[src/rtl/prefix_adder_pipe.sv]
// Pipelined Kogge-Stone adder/subtractor with valid/ready at both ends; prefix levels are spread over STAGES registers.
// Define PREFIX_ADD_FLAGS_EN to add the registered ovf and zero flag outputs.
module prefix_adder_pipe #(
    parameter int WIDTH  = 16,
    parameter int STAGES = 2
) (
    input  logic             clk,
    input  logic             rst_b,
    input  logic             in_valid,
    output logic             in_ready,
    input  logic [WIDTH-1:0] x,
    input  logic [WIDTH-1:0] y,
    input  logic             cin,
    input  logic             sub,
    output logic             out_valid,
    input  logic             out_ready,
    output logic [WIDTH-1:0] z,
    output logic             cout
`ifdef PREFIX_ADD_FLAGS_EN
   ,output logic             ovf,
    output logic             zero
`endif
);

    localparam int LEVELS = $clog2(WIDTH);
    localparam int BASE   = LEVELS / STAGES;
    localparam int EXTRA  = LEVELS % STAGES;

    // First prefix level handled by a stage; earlier stages absorb the remainder.
    function automatic int level_start(input int stage);
        return stage * BASE + ((stage < EXTRA) ? stage : EXTRA);
    endfunction

    logic             en;
    logic [WIDTH-1:0] y_eff;
    logic             c0_in;

    assign en       = !out_valid || out_ready;
    assign in_ready = en;
    assign y_eff    = sub ? ~y : y;
    assign c0_in    = sub ? 1'b1 : cin;

    for (genvar gi = 0; gi < STAGES; gi++) begin : g_stage
        localparam int LO = level_start(gi);
        localparam int HI = level_start(gi + 1);

        logic [WIDTH-1:0] g_in, p_in, e_in;
        logic [WIDTH-1:0] g_out, p_out;
        logic             c0, v_in;

        if (gi == 0) begin : g_first
            assign g_in = x & y_eff;
            assign p_in = x | y_eff;
            assign e_in = x ^ y_eff;
            assign c0   = c0_in;
            assign v_in = in_valid && en;
        end else begin : g_next
            assign g_in = g_stage[gi-1].g_mid.g_reg;
            assign p_in = g_stage[gi-1].g_mid.p_reg;
            assign e_in = g_stage[gi-1].g_mid.e_reg;
            assign c0   = g_stage[gi-1].g_mid.c0_reg;
            assign v_in = g_stage[gi-1].g_mid.v_reg;
        end

        // Descending i so each update still reads the lower, not-yet-updated span.
        always_comb begin
            g_out = g_in;
            p_out = p_in;
            for (int l = LO; l < HI; l++) begin
                for (int i = WIDTH - 1; i >= (1 << l); i--) begin
                    g_out[i] = g_out[i] | (p_out[i] & g_out[i - (1 << l)]);
                    p_out[i] = p_out[i] & p_out[i - (1 << l)];
                end
            end
        end

        if (gi < STAGES - 1) begin : g_mid
            logic [WIDTH-1:0] g_reg, p_reg, e_reg;
            logic             c0_reg, v_reg;

            always_ff @(posedge clk or negedge rst_b) begin
                if (!rst_b) begin
                    g_reg  <= '0;
                    p_reg  <= '0;
                    e_reg  <= '0;
                    c0_reg <= 1'b0;
                    v_reg  <= 1'b0;
                end else if (en) begin
                    g_reg  <= g_out;
                    p_reg  <= p_out;
                    e_reg  <= e_in;
                    c0_reg <= c0;
                    v_reg  <= v_in;
                end
            end
        end else begin : g_last
            logic [WIDTH-1:0] carry;
            logic [WIDTH-1:0] z_next;
            logic             cout_next;

            // Group terms cover [i:0]; fold in the carry-in as the bit -1 generate.
            always_comb begin
                carry[0] = c0;
                for (int i = 1; i < WIDTH; i++) begin
                    carry[i] = g_out[i-1] | (p_out[i-1] & c0);
                end
                z_next    = e_in ^ carry;
                cout_next = g_out[WIDTH-1] | (p_out[WIDTH-1] & c0);
            end

            always_ff @(posedge clk or negedge rst_b) begin
                if (!rst_b) begin
                    out_valid <= 1'b0;
                    z         <= '0;
                    cout      <= 1'b0;
`ifdef PREFIX_ADD_FLAGS_EN
                    ovf       <= 1'b0;
                    zero      <= 1'b0;
`endif
                end else if (en) begin
                    out_valid <= v_in;
                    z         <= z_next;
                    cout      <= cout_next;
`ifdef PREFIX_ADD_FLAGS_EN
                    // Signed overflow is exactly carry-into-MSB differing from carry-out.
                    ovf       <= carry[WIDTH-1] ^ cout_next;
                    zero      <= ~|z_next;
`endif
                end
            end
        end
    end

endmodule
[config.mk]
export PLATFORM = sky130hd
export DESIGN_NAME = prefix_adder_pipe
export DESIGN_NICKNAME = d
export VERILOG_FILES = /design/src/rtl/prefix_adder_pipe.sv
export SDC_FILE = /design/constraint.sdc
export NUM_CORES = 1
export LEC_CHECK = 0
export CORE_ASPECT_RATIO = 1.1
export CORE_MARGIN = 8
export CORE_UTILIZATION = 30
export DETAILED_ROUTE_END_ITERATION = 8
export HOLD_SLACK_MARGIN = 0.08
export SLEW_MARGIN = 15
export SYNTH_ARGS = -nofsm -noshare
export SYNTH_HDL_FRONTEND = slang
export SYNTH_SLANG_ARGS = --single-unit
[constraint.sdc]
create_clock -name clk -period 1.4 [get_ports clk]
set_input_delay 0.28 -clock clk [delete_from_list [all_inputs] [get_ports clk]]
set_output_delay 0.28 -clock clk [all_outputs]
set_load 0.05 [all_outputs]
### After elaboration in Yosys (flattened, before gate mapping)

Cells that the tools add are included.

* register bits: 68
* bits of input ports: 38
* output and inout bits: 19
* word-level logic and storage cells: 197

* multiplexer cells: 2
* bitwise logic cells: 184
* reduce and logical (&&, ||, !) cells: 3

Operators with widths (count)
* AND 1 bit: 114
* OR 1 bit: 65
* bitwise XOR 16 bit: 2
* AND 16 bit: 1
* two-way mux 16 bit: 1
* inverter 16 bit: 1
* OR 16 bit: 1
* logical AND 1 bit: 1
* zero test 1 bit: 1
* logical OR 1 bit: 1
* two-way mux 1 bit: 1

### Logic depth before layout (Yosys ltp)

* depth in word-level cells: 7
* gate-level depth with buffers: 9
* depth with buffers taken out: 7

### Worst setup path before layout

Ideal clock, no wire load.

* kind: register to output
* from: reg out_valid
* to: out in_ready
* arrival: 1.512 ns
* required time: 1.120 ns
* setup slack: -0.392 ns
* cell stages (with the launch flop): 6
* path buffers: 3
* cells stage by stage: dfrtp_1 nor2b_1 buf_2 inv_1 buf_4 buf_2

* cells in the longest elaborated chain, start to end: 2

Ends and longest elaborated chain
* start: declaration: line 15 `output logic out_valid,`
* start signal: assignment: line 121 `out_valid <= v_in;`
* zero test 1 bit: line 38 `assign en = !out_valid || out_ready;`
* logical OR 1 bit: line 38
* end: declaration: line 10 `output logic in_ready,`

No other way between the ends.

### Worst setup path after layout

Ends and elaborated chain as after synthesis.

==> Implementation_results.wiki <==
{| class="wikitable"
! Metric !! Value
|-
| Run status || complete, but fails checks
|-
| Violations in the final reports || negative setup slack
|-
| Vias || around 3.6k
|-
| Synth Area per Inst || between 8 and 9 um2
|-
| Cells along the critical path || nor2b_4 -> inv_4 -> buf_12 -> buf_12
|-
| Slew Limit Fails || 0
|-
| Clock tree from TritonCTS || yes
|-
| Final setup violating endpoints || 5
|-
| Reg2Reg Capture Point || z[10]
|-
| Starting density of the core || 0.304
|-
| Antenna violations before repair || 0
|-
| Beginning of the worst register-to-register path || g_stage[0].g_mid.c0_reg
|-
| Endpoint arrival time on the critical path || 1.18 ns
|-
| Fill cell instance count of the final layout || 1185
|-
| Post-route setup slack || -0.0557 ns
|-
| Required @ worst endpoint || 1.12 ns
|-
| Worst r2r path cells || 4
|-
| Number of register bits inferred by synthesis || 68
|-
| Final wirelength || 11800 um
|-
| Sequential fraction of the synthesis area || 0.448
|-
| Final count of hold timing violations || 0
|-
| Critical-path maximum fanout || 2
|-
| Stage delay of the slowest cell on the critical path || 0.35 ns
|-
| Max frequency || 687 MHz
|-
| Pin slew with the least headroom to its limit || 0.382 ns
|-
| Routed wire per std cell || between 15 and 20 um
|-
| Clock-pin slew reported for the worst setup and hold paths after clock tree synthesis || 0.05 ns
|-
| Critical setup path kind || flip-flop to output port
|-
| Fraction of met1 tracks used by global routing || 0.171
|-
| Area of the die || approximately 0.017 mm2
|-
| Cell with the most instances on the worst path || buf_12
|-
| Clock tree skew after final layout || 0.00434 ns
|-
| Wire length of the first global-routing pass || ~19000 um
|-
| Launch instance of the worst min-delay path || g_stage[0].g_mid.v_reg
|-
| Worst-case vdd ir drop || 0.707 mV
|-
| Most utilized layer in the global route result || met2
|-
| Overflow left after global routing || 0
|-
| GRT Total Usage || 0.146
|-
| Num Clock Sinks || between 60 and 70
|-
| Worst Setup End Kind || output port
|-
| Worst reg2reg setup slack || -0.02 ns
|-
| Worst skew pair latency || 0.33 ns
|-
| Primary FF master, synth || dfrtp_1
|-
| P&R area growth vs syn || 60.4%
|-
| Number of library cell types mapped by synthesis || 39
|-
| RSZ-0062 raised after global routing || true
|-
| Routability congestion estimate || 0.896
|-
| Pin count of the biggest net entering global routing || 69
|-
| Number of nets with antenna violations after detailed routing || 0
|-
| Number of DRC violations after detailed-routing iteration 0 || 211
|-
| Site row count || 43
|-
| IO Pins || 57
|-
| Slowest cell on crit path || dfrtp_2
|-
| Fraction of registers with async set or reset after synthesis || 1.00
|-
| Mapped Area || 0.00380 mm2
|-
| Normalized max-slew margin || 0.745
|-
| Vias per Instance || roughly 5
|-
| Vertical die dimension || 134 um
|-
| Hold WC Path Type || flip-flop to flip-flop
|-
| Vias in the first global route || 3744
|-
| Total Neg Setup Slack || -0.0952 ns
|-
| Part of the cycle the worst path needs || 1.04
|-
| # nets final || 616
|-
| Hold Path Stages || 2
|-
| Number of enable flip-flop cells after synthesis || 0
|-
| Top Family by Delay on Critical Path || flip-flops
|-
| Clock tree root driver cell || clkbuf_16
|-
| Met2 routing resource usage after global routing || 0.243
|-
| YS warnings || 0
|-
| Crit path time final || about 1.5 ns
|-
| Number of nets produced by synthesis || just under 500
|-
| Hold Path End || g_stage[0].g_mid.v_reg
|-
| # port buffers || 56
|-
| Core ar. || between 0.01 and 0.015 mm2
|-
| Maximum Capacitance Violations || 0
|-
| Crit path buffers/inverters || 3
|-
| Worst hold margin || 0.461 ns
|-
| Cell leakage power || about 2.8 nW
|-
| Power per cell area || 1500 mW/mm2
|-
| Met3 demand-to-capacity share in global routing || 0.0412
|-
| Startpoint class of the critical path || flip-flop
|-
| Fraction of final layout cells with drive strength greater than 1 || 0.316
|-
| Clock tree buffer depth || 2
|-
| Diode insertion count for antenna repair || 0
|-
| Gate count after technology mapping || roughly 430
|-
| Horiz. Die Dim || 123 um
|-
| Total clock buffers created by CTS || 9
|-
| Number of H-tree levels || 3
|-
| Drt drc || 0
|-
| First-pass DRT Iterations || 4
|-
| HPWL after DPL || 7820 um
|}
-- metrics by stage --
step                      std cells  power (mW)   util  setup slack (ns)  cell area [um2]
after floorplan                 431        4.53      -           -0.0866             3890
after global placement          683        6.18  0.414            -0.588             5170
after detailed placement        683        6.24  0.414            -0.672             5170
after CTS                       712        9.01  0.466           -0.0766             5810
after global routing            717        9.61  0.488            -0.107             6090
final                           717        9.14  0.488           -0.0557             6090
-- kinds of logic (layout without fill, tap and decap cells) --
family,Yosys count,in the layout,share of synthesized area
fa+ha+maj,23,23,0.0758
xor+xnor,27,27,0.0623
flops,68,68,0.448
simple gates,171,171,0.197
buf+inv,42,171,0.0488
compound gates,100,100,0.168
-- cell usage after synthesis, drive strengths merged, types with 2 or more instances --
master,count,area (um2)
o21a,11,82.6
nor2,44,165
and3b,2,17.5
nor4,4,25.0
nand2,78,293
ha,23,288
xnor2,8,70.1
and3,8,50.1
and2,3,18.8
xor2,19,166
nor2b,2,12.5
o22ai,9,56.3
inv,24,90.1
clkbuf,2,7.51
o31ai,6,45.0
nor3,18,90.1
dfrtp,68,1700
a21o,8,60.1
a21oi,31,155
o2bb2ai,2,17.5
o21bai,2,15.0
o21ai,15,78.8
a22o,3,26.3
nand2b,9,56.3
nand4,3,18.8
a311oi,2,17.5
buf,16,87.6
a31oi,4,25.0
-- routing by layer --
layer | part of all wire | up-vias
met5 | 0 | -
met4 | 0.021 | 0
met3 | 0.050 | 19
met2 | 0.51 | 69
met1 | 0.42 | 1769
li1 | - | 1722
-- layout make-up --
type / count / area, um2 / share of cell area
clock buffers: 13 / 270 / 0.0444
clock inverters: 3 / 67.6 / 0.0111
inverters: 24 / 92.6 / 0.0152
multi-input cells: 321 / 2290 / 0.377
flip-flops and latches: 68 / 1700 / 0.280
well taps: 157 / 196 / 0.0323
repair buffers: 131 / 1460 / 0.240
-- how the worst max path moves through the flow --
stage	from	end	depth (start not counted)
final	out_valid	in_ready	4
after detailed placement	sub	g_stage[0].g_mid.g_reg[3]	9
after floorplan	sub	g_stage[0].g_mid.g_reg[3]	9
after global routing	out_valid	in_ready	4
after CTS	out_valid	in_ready	4
after global placement	sub	g_stage[0].g_mid.g_reg[3]	9
-- report_power, final --
group	leakage, nW	total, mW	internal [mW]	switching [mW]
Clock	0.162	2.53	1.71	0.828
Sequential	0.800	2.92	2.44	0.473
Combinational	1.87	3.69	1.83	1.86
-- cell usage in the layout, fill, tap and decap left out, types with 4 or more instances in the layout --
master and instances:
o21ai_1 4, o22ai_1 9, a21oi_1 24, nand2_1 78, buf_4 61, clkdlybuf4s50_1 21
dlygate4sd2_1 7, xor2_1 9, and3_1 8, dfrtp_1 66, o31ai_1 5, nor3_1 8
nand2b_1 9, xnor2_1 6, inv_1 20, ha_2 12, a21o_1 8, dlymetal6s2s_1 7
nor3_4 4, o21a_1 11, a21oi_2 6, ha_1 7, ha_4 4, nor3_2 6
buf_12 23, nor2_1 43, clkbuf_16 10, xor2_2 10, o21ai_0 9
-- worst min-delay path: cells and delay by family (launching register included) --
kind	cells	cell delay, ns
and+or+nand+nor	2	0.09
DFF	1	0.34
-- timing repair --
item / CTS / global route
hold endpoints to repair: 68 / 0
setup endpoints to repair: 46 / 35
hold buffers: 1 / 0
setup buffers: 10 / 4
cloned: 2 / 1
resized for setup: 47 / 51
pin swaps: 16 / 25
(Power assumes the default switching activity.)
